`src/rtl/knob_table_loader.sv`:
```
// knob_table_loader: shadow/active value table loaded by valid/ready beats, committed atomically on the last beat.
module knob_table_loader #(
  parameter int NUM_KNOBS = 16,
  parameter int IDX_W     = 8,
  parameter int VAL_W     = 64
) (
  input  logic             clk,
  input  logic             reset,
  input  logic             in_valid,
  output logic             in_ready,
  input  logic [IDX_W-1:0] in_idx,
  input  logic [VAL_W-1:0] in_value,
  input  logic             in_last,
  input  logic             abort,
  input  logic [IDX_W-1:0] rd_idx,
  output logic [VAL_W-1:0] rd_value,
  output logic             rd_exists,
  output logic             commit_pulse,
  output logic [IDX_W:0]   batch_count,
  output logic             err_range,
  output logic             err_dup
);
  localparam logic [1:0] S_IDLE   = 2'd0;
  localparam logic [1:0] S_LOAD   = 2'd1;
  localparam logic [1:0] S_COMMIT = 2'd2;
  logic [1:0]           state_q, state_d;
  logic [VAL_W-1:0]     active_q [NUM_KNOBS];
  logic [VAL_W-1:0]     active_d [NUM_KNOBS];
  logic [VAL_W-1:0]     shadow_q [NUM_KNOBS];
  logic [VAL_W-1:0]     shadow_d [NUM_KNOBS];
  logic [NUM_KNOBS-1:0] pending_q, pending_d, exists_q, exists_d;
  logic [IDX_W:0]       count_q, count_d;
  logic                 err_range_q, err_range_d;
  logic                 in_range;
  assign in_ready     = state_q != S_COMMIT;
  assign commit_pulse = state_q == S_COMMIT;
  assign batch_count  = count_q;
  assign err_range    = err_range_q;
  assign in_range     = {1'b0, in_idx} < (IDX_W+1)'(NUM_KNOBS);
  always_comb begin
    rd_value  = '0;
    rd_exists = 1'b0;
    for (int i = 0; i < NUM_KNOBS; i++)
      if (rd_idx == IDX_W'(i)) begin
        rd_value  = active_q[i];
        rd_exists = exists_q[i];
      end
  end
`ifdef KNOB_TABLE_LOADER_DUP_CHECK_EN
  logic err_dup_q, err_dup_d, dup;
  assign err_dup = err_dup_q;
`else
  assign err_dup = 1'b0;
`endif
  always_comb begin
    state_d     = state_q;
    active_d    = active_q;
    shadow_d    = shadow_q;
    pending_d   = pending_q;
    exists_d    = exists_q;
    count_d     = count_q;
    err_range_d = err_range_q;
`ifdef KNOB_TABLE_LOADER_DUP_CHECK_EN
    dup         = 1'b0;
`endif
    if (state_q == S_COMMIT) begin
      for (int i = 0; i < NUM_KNOBS; i++)
        if (pending_q[i]) active_d[i] = shadow_q[i];
      exists_d  = exists_q | pending_q;
      pending_d = '0;
      count_d   = '0;
      state_d   = S_IDLE;
    end else if (abort) begin
      pending_d = '0;
      count_d   = '0;
      state_d   = S_IDLE;
    end else if (in_valid) begin
      for (int i = 0; i < NUM_KNOBS; i++)
        if (in_idx == IDX_W'(i)) begin
          shadow_d[i]  = in_value;
          pending_d[i] = 1'b1;
`ifdef KNOB_TABLE_LOADER_DUP_CHECK_EN
          dup          = pending_q[i];
`endif
        end
      err_range_d = err_range_q | !in_range;
      count_d     = (in_range && count_q != '1) ? count_q + 1'b1 : count_q;
      state_d     = in_last ? S_COMMIT : S_LOAD;
    end
`ifdef KNOB_TABLE_LOADER_DUP_CHECK_EN
    err_dup_d = err_dup_q | dup;
`endif
  end
  always_ff @(posedge clk) begin
    if (reset) begin
      state_q     <= S_IDLE;
      active_q    <= '{default: '0};
      shadow_q    <= '{default: '0};
      pending_q   <= '0;
      exists_q    <= '0;
      count_q     <= '0;
      err_range_q <= 1'b0;
    end else begin
      state_q     <= state_d;
      active_q    <= active_d;
      shadow_q    <= shadow_d;
      pending_q   <= pending_d;
      exists_q    <= exists_d;
      count_q     <= count_d;
      err_range_q <= err_range_d;
    end
  end
`ifdef KNOB_TABLE_LOADER_DUP_CHECK_EN
  always_ff @(posedge clk) err_dup_q <= reset ? 1'b0 : err_dup_d;
`endif
endmodule

```
`config.mk`:
```
export PLATFORM = sky130hd
export DESIGN_NAME = knob_table_loader
export DESIGN_NICKNAME = d
export VERILOG_FILES = /design/src/rtl/knob_table_loader.sv
export SDC_FILE = /design/constraint.sdc
export NUM_CORES = 2
export LEC_CHECK = 0
export BUFFER_PORTS_ARGS = -buffer_cell sky130_fd_sc_hd__buf_2
export CORE_MARGIN = 2
export CORE_UTILIZATION = 45
export DETAILED_ROUTE_END_ITERATION = 8
export GPL_TIMING_DRIVEN = 0
export MAX_ROUTING_LAYER = met4
export PLACE_DENSITY_LB_ADDON = 0.1
export SYNTH_ARGS = -nofsm -noshare
export SYNTH_HDL_FRONTEND = slang
export SYNTH_SLANG_ARGS = --single-unit
```
`constraint.sdc`:
```
create_clock -name clk -period 5.8 [get_ports clk]
set_input_delay 0.87 -clock clk [delete_from_list [all_inputs] [get_ports clk]]
set_output_delay 0.87 -clock clk [all_outputs]
set_load 0.01 [all_outputs]
```
==> flow_metrics.tcl <==
set metrics [dict create \
    status "finished, violations left" \
    violations "max-capacitance violations, max-slew violations, negative setup slack" \
    dp_hpwl_um 328000 \
    numCtsBuffers 220 \
    fin_crit_ns 6.14 \
    power_frac_seq_pct 47.2 \
    final_nets 11100 \
    synth_fa_ha_area_share_pct 0.0305 \
    grt_pass1_wl_um 574000 \
    start_util_pct 45.4 \
    fin_skew_ns 0.0300 \
    max_stage_delay_ns 1.01 \
    power.share.clock_pct 47.5 \
    fp-row-count 156 \
    p_int_mw 22.8 \
    rrSetupSlack_ns 1.78 \
    htreeDepth 4 \
    firstDrtPassIters 6 \
    routedWlPerCell_um 31.6 \
    avgSynthCellArea_um2 7.68 \
    gr-usage-all-layers_pct 46.0 \
    cp-end-kind "output pin" \
    clk_pin_slew_ns 0.06 \
    hold_violations 0 \
    cts_sinks 2092 \
    grt_max_degree 20 \
    drc 0 \
    synth_mux_area_share_pct 3.97 \
    fin_crit_sh_pct 106 \
    rsz0062_at_grt "no" \
    cts_tree "yes" \
    die_x_um 431 \
    power.density_nw_per_um2 327 \
    worst_slack_ns -0.344 \
    ant_nets 0 \
    synth.distinct_cells 74 \
    synth_top_area_share_pct 51.0 \
    slew_viol_final 76 \
    met2_usage_pct 64.5 \
    synth_area_leaders "dfxtp_1 51%, nand2_1 19%, a21oi_1 13%" \
    ys_ff_latch 2092 \
    cpMaxStageDelayCell "clkbuf_1" \
    cp_num_buf_inv 7 \
    cts_hold_buf 0 \
    placedInstanceArea_um2 85600 \
    worstHoldPathType "in -> reg" \
    yosys_warnings 0 \
    cp_max_fo 10 \
    clk_latency_ns 0.91 \
    clock-root-buffer "clkbuf_16" \
    start_kind "primary input" \
    crit_path_frequent_cell "buf_2" \
    die_area_um2 186000 \
    synth-simple-area-share_pct 21.9 \
    sw_frac_of_total_pct 25.1 \
    holdPathStages 3 \
    p_switching_mw 7.64 \
    combPwrFrac_pct 5.3 \
    synth_common_cells "4219 x nand2_1, 2200 x a21oi_1, 2092 x dfxtp_1" \
    synthCells 10700 \
    critPathArrivalTime_ns 5.27 \
    via_per_inst 6.08 \
    dpl_worst_slack_ns -1.04 \
    synth-main-ff-cell "dfxtp_1" \
    worst_slew_pin_slew_ns 1.69 \
    synth_async_sr_flop_share_pct 0 \
    synth_area_leader_cell "dfxtp_1" \
    reg2reg_depth 9 \
    synth_top_family_by_area "simple AND/OR/NAND/NOR gates" \
    drive_above_1_share_pct 7.22 \
    cp_top_family "buffers and inverters" \
    yosysSeqAreaShare_pct 51.0 \
    setup_viol 42 \
    cp.depth 10 \
    antenna_found_initial 46 \
    fmax_mhz 163 \
    synth_compound_area_share_pct 17.9 \
    core_area_um2 181000 \
    total_leakage_power_nw 30.1 \
    peakVddDrop_mv 0.241 \
    relSlewSlack_pct -12.4 \
    grt_pass1_vias 72500 \
    final_cell_area_um2 93200 \
    syn_area_um2 82200 \
    worstPathRequired_ns 4.93 \
    holdWs_ns 0.230 \
    gp_congestion 1.08 \
    syn_to_final_growth_pct 13.4 \
    grtUsageMet1_pct 57.1 \
    pin_count 163 \
    drt_iter0_drc 11600 \
    path_class "in -> out" \
    port_buffers 92 \
    wl_um 431000 \
    synth_nets 10800 \
    vias 82700 \
    path_cells "buf_2, buf_2, buf_2, buf_2, buf_2, clkbuf_1, o22ai_1, a2bb2oi_1, o22a_1, buf_2" \
    grt_use_met3_pct 12.3 \
    synth_xor_xnor_area_share_pct 0.0533 \
    tns_ns -5.39 \
    cts_buffer_depth 3 \
    synth-edff-count 0 \
    yosysMostFrequentCell "nand2_1" \
    cap_viol_max_count 9 \
    die_h_um 431 \
    top_usage_layer "met2" \
    overflow 0 \
]
==> metal layers <==
metal / vias up / routed length, um
met2: 5228 / 178000
met4: 0 / 37500
met1: 40200 / 167000
met5: - / 0
met3: 1292 / 48200
li1: 36000 / -
==> path summary, 6_finish.rpt <==
| path | startpoint | endpoint |
|---|---|---|
| worst max-delay path | rd_idx[2] | rd_value[59] |
| worst max register to register | state_q[0] | active_q[774] |
| worst min register to register | shadow_q[427] | active_q[427] |
| worst min-delay path | in_last | state_q[1] |
==> power groups by stage <==
stage / logic, mW / registers, mW / clock network [mW]
2_1_floorplan: 0.568 / 14.7 / 0
3_3_place_gp: 1.47 / 14.7 / 0
3_5_place_dp: 1.47 / 14.7 / 0
4_1_cts: 1.48 / 14.4 / 14.4
5_1_grt: 1.53 / 14.4 / 15.0
6_report: 1.60 / 14.4 / 14.5
==> registers in the layout, summed over array words and instances (netlist names) <==
name / flops
active_q: 1024
shadow_q: 1024
exists_q: 16
pending_q: 16
batch_count: 9
state_q: 2
err_range: 1
==> final cells by class <==
class / instances / area, um2
Clock inverter: 58 / 724
Clock buffer: 346 / 6530
Tap cell: 2370 / 2970
Timing Repair Buffer: 99 / 541
Inverter: 31 / 116
Sequential cell: 2092 / 41900
Fill cell: 18200 / 88000
Buffer: 969 / 4220
Multi-Input combinational cell: 7606 / 36100
Antenna cell: 43 / 108
==> cells by family after synthesis <==
group,count (synthesis)
AO/OA/AOI/OAI,2723
XOR/XNOR,5
adder cells (fa/ha/maj),2
buffers and inverters,1002
flip-flops,2092
multiplexers,252
other,1
AND/OR/NAND/NOR,4623
==> cells in the final DEF (no fill, tap or decap), types with 27 or more instances in the layout <==
cell type	Yosys	routed
a21oi_1	2200	2198
nand2_1	4219	4219
dfxtp_1	2092	2092
clkbuf_1	691	731
o21ai_0	130	125
diode_2	0	43
o2bb2ai_1	38	38
a22oi_1	36	36
o22ai_1	66	66
inv_1	30	30
buf_1	83	79
buf_4	25	43
a31oi_1	46	46
clkbuf_2	1	31
clkbuf_16	0	223
mux2_2	60	60
mux4_2	53	53
and2_1	37	36
a211oi_1	37	37
clkbuf_8	0	49
nor3_1	27	27
buf_2	144	222
clkinv_2	0	28
mux2i_1	139	139
nor2_1	197	195
o32a_1	33	33
==> repair_timing <==
item	CTS	global route
buffers inserted	4	0
endpoints found under the setup margin	46	14
pin swaps	1	0
resized for setup	36	8
gates cloned	0	0
==> worst reg2reg max path, cell delays in order, from the launching register on <==
cell	delay, ns
dfxtp_1	0.31
nand2b_1	0.15
inv_1	0.41
buf_2	0.49
clkbuf_1	0.57
and2_1	0.23
clkbuf_1	1.07
buf_2	0.48
nand2_1	0.10
a21oi_1	0.13
==> stage by stage <==
step           std cells  power, mW  util [%]
2_1_floorplan      10700       15.3         -
3_3_place_gp       13200       16.2      47.3
3_5_place_dp       13200       16.2      47.3
4_1_cts            13600       30.3      51.3
5_1_grt            13600       30.9      51.4
6_report           13600       30.5      51.4
Note: power is estimated with default switching activity, not from simulation.
